File: src/rtl/fetch_prefetch_pkg.sv
// Shared constants and width helpers for the prefetching fetch stage.
package fetch_prefetch_pkg;

  localparam int unsigned WORD_W    = 32;
  localparam logic [31:0] NOP_INSTR = 32'h0000_0013;

  // Bits needed to hold the values 0..n inclusive.
  function automatic int unsigned cnt_w(input int unsigned n);
    return (n < 2) ? 1 : $clog2(n + 1);
  endfunction

endpackage

File: src/rtl/fetch_fifo.sv
// Synchronous FIFO for fetched {pc, instruction} pairs; flush beats push and pop.
module fetch_fifo
  import fetch_prefetch_pkg::*;
#(
  parameter int unsigned WIDTH = 2 * WORD_W,
  parameter int unsigned DEPTH = 4,
  parameter int unsigned CW    = cnt_w(DEPTH)
) (
  input  logic             clk,
  input  logic             reset,
  input  logic             push,
  input  logic             pop,
  input  logic             flush,
  input  logic [WIDTH-1:0] din,
  output logic [WIDTH-1:0] dout,
  output logic             empty,
  output logic             full,
  output logic [CW-1:0]    count
);

  localparam int unsigned PW = $clog2(DEPTH);

  logic [WIDTH-1:0] r_mem [DEPTH];
  logic [PW-1:0]    r_wr_ptr;
  logic [PW-1:0]    r_rd_ptr;
  logic [CW-1:0]    r_count;
  logic             w_do_pop;
  logic             w_do_push;

  assign empty     = (r_count == '0);
  assign full      = (r_count == CW'(DEPTH));
  assign count     = r_count;
  assign dout      = r_mem[r_rd_ptr];
  assign w_do_pop  = pop && !empty;
  assign w_do_push = push && (!full || w_do_pop);

  always_ff @(posedge clk or posedge reset) begin
    if (reset) begin
      r_wr_ptr <= '0;
      r_rd_ptr <= '0;
      r_count  <= '0;
    end else if (flush) begin
      r_wr_ptr <= '0;
      r_rd_ptr <= '0;
      r_count  <= '0;
    end else begin
      if (w_do_push) r_wr_ptr <= r_wr_ptr + PW'(1);
      if (w_do_pop)  r_rd_ptr <= r_rd_ptr + PW'(1);
      case ({w_do_push, w_do_pop})
        2'b10:   r_count <= r_count + CW'(1);
        2'b01:   r_count <= r_count - CW'(1);
        default: r_count <= r_count;
      endcase
    end
  end

  // NOTE: storage has no reset; the count alone decides which slots hold valid data.
  always_ff @(posedge clk) begin
    if (w_do_push && !flush) r_mem[r_wr_ptr] <= din;
  end

endmodule

File: src/rtl/fetch_prefetch.sv
// Fetch stage: issues imem requests, buffers responses, feeds the D register,
// and drops responses belonging to a stream abandoned by a redirect.
module fetch_prefetch
  import fetch_prefetch_pkg::*;
#(
  parameter int unsigned    WORD     = WORD_W,
  parameter int unsigned    DEPTH    = 4,
  parameter int unsigned    MAX_OUT  = 2,
  parameter logic [WORD-1:0] RESET_PC = '0
) (
  input  logic            clk,
  input  logic            reset,
  input  logic            PCSrcM,
  input  logic [WORD-1:0] pcM,
  input  logic            stallD,
  output logic            imem_req_valid,
  input  logic            imem_req_ready,
  output logic [WORD-1:0] imem_req_addr,
  input  logic            imem_resp_valid,
  input  logic [WORD-1:0] imem_resp_data,
  output logic [WORD-1:0] pcD,
  output logic [WORD-1:0] instrD,
  output logic            validD
);

  localparam int unsigned CW = cnt_w(DEPTH);
  localparam int unsigned IW = cnt_w(MAX_OUT);
  localparam int unsigned SW = cnt_w(MAX_OUT + DEPTH);

  logic [WORD-1:0] r_fetch_pc;
  logic [WORD-1:0] r_resp_pc;
  logic [IW-1:0]   r_inflight;
  logic [IW-1:0]   r_drop;
  logic [WORD-1:0] r_pc_d;
  logic [WORD-1:0] r_instr_d;
  logic            r_valid_d;

  logic [CW-1:0]     w_fifo_count;
  logic              w_fifo_empty;
  logic              w_fifo_full;
  logic [2*WORD-1:0] w_fifo_dout;
  logic [SW-1:0]     w_reserved;
  logic              w_accept;
  logic              w_push;
  logic              w_pop;

  // Every live request already owns a FIFO slot, so a push can never find it full.
  assign w_reserved     = SW'(r_inflight - r_drop) + SW'(w_fifo_count);
  assign imem_req_valid = !PCSrcM && (r_inflight < IW'(MAX_OUT)) && (w_reserved < SW'(DEPTH));
  assign imem_req_addr  = r_fetch_pc;
  assign w_accept       = imem_req_valid && imem_req_ready;
  assign w_push         = imem_resp_valid && (r_drop == '0) && !PCSrcM;
  assign w_pop          = !PCSrcM && !stallD && !w_fifo_empty;

  fetch_fifo #(
    .WIDTH (2 * WORD),
    .DEPTH (DEPTH),
    .CW    (CW)
  ) u_fifo (
    .clk   (clk),
    .reset (reset),
    .push  (w_push),
    .pop   (w_pop),
    .flush (PCSrcM),
    .din   ({r_resp_pc, imem_resp_data}),
    .dout  (w_fifo_dout),
    .empty (w_fifo_empty),
    .full  (w_fifo_full),
    .count (w_fifo_count)
  );

  // r_resp_pc is the address of the next live response, so pcD needs no per-request tag.
  always_ff @(posedge clk or posedge reset) begin
    if (reset) begin
      r_fetch_pc <= RESET_PC;
      r_resp_pc  <= RESET_PC;
      r_inflight <= '0;
      r_drop     <= '0;
    end else if (PCSrcM) begin
      r_fetch_pc <= pcM;
      r_resp_pc  <= pcM;
      r_inflight <= r_inflight - IW'(imem_resp_valid);
      r_drop     <= r_inflight - IW'(imem_resp_valid);
    end else begin
      if (w_accept) r_fetch_pc <= r_fetch_pc + WORD'(4);
      if (w_push)   r_resp_pc  <= r_resp_pc + WORD'(4);
      r_inflight <= r_inflight + IW'(w_accept) - IW'(imem_resp_valid);
      if (imem_resp_valid && (r_drop != '0)) r_drop <= r_drop - IW'(1);
    end
  end

  always_ff @(posedge clk or posedge reset) begin
    if (reset) begin
      r_valid_d <= 1'b0;
      r_pc_d    <= '0;
      r_instr_d <= WORD'(NOP_INSTR);
    end else if (PCSrcM) begin
      r_valid_d <= 1'b0;
      r_instr_d <= WORD'(NOP_INSTR);
    end else if (!stallD) begin
      if (!w_fifo_empty) begin
        r_valid_d <= 1'b1;
        r_pc_d    <= w_fifo_dout[2*WORD-1:WORD];
        r_instr_d <= w_fifo_dout[WORD-1:0];
      end else begin
        r_valid_d <= 1'b0;
        r_instr_d <= WORD'(NOP_INSTR);
      end
    end
  end

  assign pcD    = r_pc_d;
  assign instrD = r_instr_d;
  assign validD = r_valid_d;

`ifndef SYNTHESIS
  a_resp_without_request: assert property (@(posedge clk) disable iff (reset)
    imem_resp_valid |-> (r_inflight != '0));
  a_redirect_aligned: assert property (@(posedge clk) disable iff (reset)
    PCSrcM |-> (pcM[1:0] == 2'b00));
  a_fifo_no_overflow: assert property (@(posedge clk) disable iff (reset)
    (w_push && w_fifo_full) |-> w_pop);
`endif

endmodule

File: config.mk
export PLATFORM = sky130hd
export DESIGN_NAME = fetch_prefetch
export DESIGN_NICKNAME = d
export VERILOG_FILES = /design/src/rtl/fetch_prefetch_pkg.sv /design/src/rtl/fetch_fifo.sv /design/src/rtl/fetch_prefetch.sv
export SDC_FILE = /design/constraint.sdc
export NUM_CORES = 1
export LEC_CHECK = 0
export BUFFER_PORTS_ARGS = -buffer_cell sky130_fd_sc_hd__clkbuf_2
export CAP_MARGIN = 20
export CORE_MARGIN = 2
export CORE_UTILIZATION = 46
export DETAILED_ROUTE_END_ITERATION = 8
export PLACE_DENSITY = 0.66
export SLEW_MARGIN = 20
export SYNTH_ARGS = -nofsm -noshare
export SYNTH_HDL_FRONTEND = slang
export SYNTH_SLANG_ARGS = --single-unit
File: constraint.sdc
create_clock -name clk -period 10.9 [get_ports clk]
set_input_delay 1.09 -clock clk [delete_from_list [all_inputs] [get_ports clk]]
set_output_delay 1.09 -clock clk [all_outputs]
set_load 0.05 [all_outputs]
# --- After elaboration in Yosys (flattened, before gate mapping) ---
# Memory sizes are Yosys's and may differ from the RTL's.
# Index checks and enable logic that the tools add are counted.
word_totals:
  inputBits: 70
  out_inout_bits: 98
  mem_bits_rw: 256
  register_bits: 140
  n_memories: 1
memory_table:
  columns: ["memory", "depth", "word_bits", "rd", "rd_clocked_by_memory_dff", "write_ports", "line_no", "text"]
  rows:
  - ["u_fifo.r_mem", 4, 64, 1, 0, 1, "fetch_fifo.sv:23", "logic [WIDTH-1:0] r_mem [DEPTH];"]
op_classes:
  muxes: 21
  n_eq_ne: 4
  addsub: 12
  bitwise: 3
  reduce_logical: 26
  n_lt_le_gt_ge: 2
op_table:
  columns: ["cell", "n"]
  rows:
  - ["two-way mux 32 bit", 7]
  - ["adder 32 x 3 -> 32 bit (second input constant)", 2]
  - ["two-way mux 2 bit", 7]
  - ["nonzero test 2 bit", 6]
  - ["logical AND 1 bit", 11]
  - ["one-hot mux 3 bit (2 select lines)", 1]
  - ["two-way mux 1 bit", 5]
  - ["adder 2 x 1 -> 2 bit (second input constant)", 2]
  - ["logical NOT 1 bit", 4]
  - ["subtractor 2 x 1 -> 2 bit", 2]
  - ["adder 3 x 1 -> 3 bit (second input constant)", 1]
  - ["adder 3 bit", 1]
  - ["== test 3 bit (second input constant)", 1]
  - ["logical NOT 3 bit", 1]
  - ["< comparator 3 bit (second input constant)", 1]
  - ["two-way mux 3 bit", 1]
  - ["inverter 1 bit", 3]
  - ["AND reduction 3 bit", 1]
  - ["nonzero test 3 bit", 1]
  - ["subtractor 2 x 2 -> 3 bit", 1]
  - ["subtractor 3 x 1 -> 3 bit (second input constant)", 1]
  - ["adder 2 x 1 -> 2 bit", 1]
  - ["== test 2 x 1 -> 1 bit (second input constant)", 1]
  - ["== test 2 bit (second input constant)", 1]
  - ["5 further kinds", 5]

# --- Logic depth before layout (Yosys ltp) ---
depth:
  depth_word: 9
  depth_mapped: 14
  mapped_depth_nobuf: 13

# --- By module ---
# From an unflattened synthesis, not the netlist that was laid out.
hier_totals:
  cells_unflattened: 1063
  area_unflattened_um2: 16206.8
modules_own_cells:
  columns: ["mod", "area_each_um2", "instances", "cells_per_inst"]
  rows:
  - ["fetch_fifo", 9793.1, 1, 399]
  - ["fetch_prefetch", 6413.7, 1, 664]

# --- Worst setup path after synthesis ---
# OpenSTA, ideal clock, no wires.
synth_path:
  path_kind: "reg-to-output"
  start: "register r_inflight[1]"
  end: "output port imem_req_valid"
  path_stages_with_launch: 8
  required_time_ns: 9.810
  path_slack_ns: 6.721
  arrival_ns: 3.089
  path_cell_list: "dfrtp_1 > fa_1 > ha_1 > and3b_1 > or3_1 > and2_1 > clkbuf_1 > nor3_1"
synth_via:
  elab_chain_len: 4
  elab_cells_between_ends: 6
synth_lines:
  columns: ["element", "line_no", "text"]
  rows:
  - ["start: declaration", "fetch_prefetch.sv:32", "logic [IW-1:0] r_inflight;"]
  - ["start signal: assignment", "fetch_prefetch.sv:82", "r_inflight <= r_inflight - IW'(imem_resp_valid);"]
  - ["start signal: assignment", "fetch_prefetch.sv:87", "r_inflight <= r_inflight + IW'(w_accept) - IW'(imem_resp_valid);"]
  - ["subtractor 2 x 2 -> 3 bit", "fetch_prefetch.sv:48", "assign w_reserved = SW'(r_inflight - r_drop) + SW'(w_fifo_count);"]
  - ["adder 3 bit", "fetch_prefetch.sv:48", null]
  - ["< comparator 3 bit", "fetch_prefetch.sv:49", "assign imem_req_valid = !PCSrcM && (r_inflight < IW'(MAX_OUT)) && (w_reserved < SW'(DEPTH));"]
  - ["logical AND 1 bit *", "fetch_prefetch.sv:49", null]
  - ["end: declaration", "fetch_prefetch.sv:16", "output logic imem_req_valid,"]
# Every way passes the cells marked *; elsewhere a longest branch is shown, timed or not.

# --- Worst setup path after layout ---
# Same ends and word-level chain as after synthesis.

==> metrics.cfg <==
[clock_network]
clock_tree_from_tritoncts=done
cts.repair_timing.setup_buffer_count=0
numCtsBuffers=41
clk_pin_slew_worst_paths_ns=0.06
cts_root_buffer=clkbuf_16
tritoncts_num_sinks=396
clkLatencyLatePin_ns=0.53
cts_hold_buffers=0
ctsLongestPathBuffers=3
ctsHtreeMaxLevel=2
postCtsResizedCells=0

[finish]
fill_cell_count=2779
area_delta_synth_final_pct=16.9
drive_above_1_share=0.277
seq_area_sq_um=11200
multi_input_area_sq_um=4470
antenna_cells_inserted=0
instances_no_fill=1659
final_area_sq_um=18600
finish.net_count=1256

[setup_path]
start_kind=register
crit_arrival_ns=3.16
cp.required_ns=9.81
timing_worst_setup_path_type=register to output pin
worst_path_max_delay_cell=fa_1
critical_path.endpoint_type=output pin
critPathMaxFanout=10
cells_traversed_along_the_worst_timing_path=fa_1, ha_1, and3b_1, or3_1, and2_1, nor3_1, clkbuf_2
setup.reg_to_reg.worst_slack_ns=7.44
cpPeakStageDelay_ns=0.49

[logic_synthesis]
syn_inst=1001
postSynth.asyncResetShare=0.354
synth_area_leaders=edfxtp_1, dfrtp_1, mux4_2
synth.lib_cells_used.distinct=55
synth_largest_area_cell=edfxtp_1
net_count_of_the_mapped_netlist=1085
yosysTopAreaCellShare=0.483
synthesis.area_per_instance_sq_um=15.9
yosysWarnings=0
ys_top_cells_by_count=edfxtp_1, nand2_1, dfrtp_1
post_synth_instance_area_sq_um=15900
synth_top_flop_cell=edfxtp_1
synth.yosys.seq_area_share=0.703
number_of_flops_mapped_to_enable_cells_by_yosys=256
ys_seq_elements=396
synthMostInstantiatedCell=edfxtp_1

[floorplanning]
num_rows=68
die_h_um=190
core_area_sq_um=34300
floorplan.die_area_sq_um=36100
die_width_um=190
boundaryPins=168
initial_utilization=0.464

[worst_hold_path]
path_type_of_the_worst_min_delay_path=register to register

[power]
totalPowerFinal_mw=4.01
power.leakage_nw=6.97
vdd_drop_max_mv=0.121
power_density_of_the_placed_cells_nw_per_um2=216

[route]
drt_pre_antenna_iters=8
vias=9158
detail_route.drc_violations=0
avgRoutedWirePerCell_um=20.0
ant_nets=0
initial_drc_count=724
wl_mm=33.2
viasPerCell=5.52

[global_route]
grt_antenna_before_repair=0
track_usage=0.190
grt_pass1_vias=9336
grt_start_max_net_pins=75
global_route.overflow_total=0
grt_pass1_wl_mm=53.1

[timing]
min_period_over_period=0.390
setup_viol=0
rsz0062_at_grt=false
setup-tns-final_ns=0
finalMaxSlewViolations=0
finalHoldViolCount=0
finalCriticalPeriod_ns=4.25
whs_ns=0.478
worst_relative_slew_slack=0.341
tightest_slew_ns=0.988
finalClockSkew_ns=0.0167
fmax_mhz=235

[flow_run]
cap_violations=0

[placement]
dp_hpwl_mm=20.3
gp_routability_congestion=0.854
placement.cell_area_sq_um=17200
dpl.cell_count=1584
port-buffer-count=167

[run_status]
result_of_the_run=finished, final reports clean

worst max-delay path, delay by kind of cell, from the launching register on:
family | cells | cell delay (ns)
and+or+nand+nor | 4 | 1.09
adders and majority gates | 2 | 0.78
DFF | 1 | 0.44
buffers and inverters | 1 | 0.32
power by group:
part,switching (mW),internal [mW]
Combinational,0.534,0.223
Sequential,0.116,1.74
Clock,0.553,0.850
Total,1.20,2.81
flip-flops by register name, indices dropped and copies added, names as in the netlist:
| name | count |
|---|---|
| r_drop | 2 |
| imem_req_addr | 32 |
| pcD | 32 |
| r_resp_pc | 32 |
| r_inflight | 2 |
| instrD | 32 |
| validD | 1 |
| u_fifo.r_mem | 256 |
| u_fifo.r_wr_ptr | 2 |
| u_fifo.r_rd_ptr | 2 |
| u_fifo.count | 3 |
area by class of cell:
type / instances / area share
clock buffers: 57 / 0.0634
flip-flops and latches: 396 / 0.602
clock inverters: 18 / 0.0104
well taps: 455 / 0.0306
repair buffers: 179 / 0.0498
inverters: 18 / 0.00390
multi-input cells: 536 / 0.240
logic make-up after synthesis:
| kind of cell | count (synthesis) | share of synthesized area |
|---|---|---|
| multiplexers | 82 | 0.103 |
| AND/OR/NAND/NOR | 272 | 0.0816 |
| flip-flops | 396 | 0.703 |
| buffers and inverters | 69 | 0.0174 |
| adder cells (fa/ha/maj) | 14 | 0.0119 |
| AO/OA/AOI/OAI | 119 | 0.0557 |
| XOR/XNOR | 49 | 0.0270 |
path summary, 6_finish.rpt:
kind	from	to	cells past startpoint
worst max-delay path	r_inflight[1]$_DFF_PP0_	imem_req_valid	7
worst min-delay path	pcD[17]$_DFFE_PP0P_	pcD[17]$_DFFE_PP0P_	2
worst min register to register	pcD[17]$_DFFE_PP0P_	pcD[17]$_DFFE_PP0P_	2
min in group asynchronous	reset	instrD[9]$_DFFE_PP0P_	2
worst max register to register	r_inflight[1]$_DFF_PP0_	r_inflight[1]$_DFF_PP0_	11
max in group asynchronous	reset	u_fifo.r_rd_ptr[0]$_DFFE_PP0P_	3
stage by stage:
| stage | setup slack [ns] | utilization |
|---|---|---|
| 2_1_floorplan | 6.06 | - |
| 3_3_place_gp | 7.17 | 0.502 |
| 3_5_place_dp | 7.08 | 0.502 |
| 4_1_cts | 6.65 | 0.542 |
| 5_1_grt | 6.57 | 0.543 |
| 6_report | 6.65 | 0.543 |
cell usage in the layout (no fill, tap or decap), types with 5 or more instances in the layout:
cell type,instances
mux2_2,14
nand2b_1,7
clkinv_1,8
clkbuf_16,43
and4_1,7
mux4_2,64
buf_4,12
nand3_1,28
nor3_1,8
o21ai_0,22
nand4_1,17
edfxtp_1,256
clkbuf_2,167
nor2_1,20
nand2_1,141
xor2_1,18
clkbuf_8,5
dfrtp_1,135
ha_1,12
a21oi_1,16
a21boi_0,6
o311ai_0,21
inv_1,17
a22o_1,29
clkbuf_1,9
nor4_1,7
xnor2_1,31
and3_1,11
layer usage:
metal  wire (um)  track usage  vias up
met3        2020       0.0317       52
met4         604       0.0480        0
met5           0            0        -
met2       15200        0.297      312
met1       15400        0.281     4601
li1            -            -     4193
(Power assumes the default switching activity.)
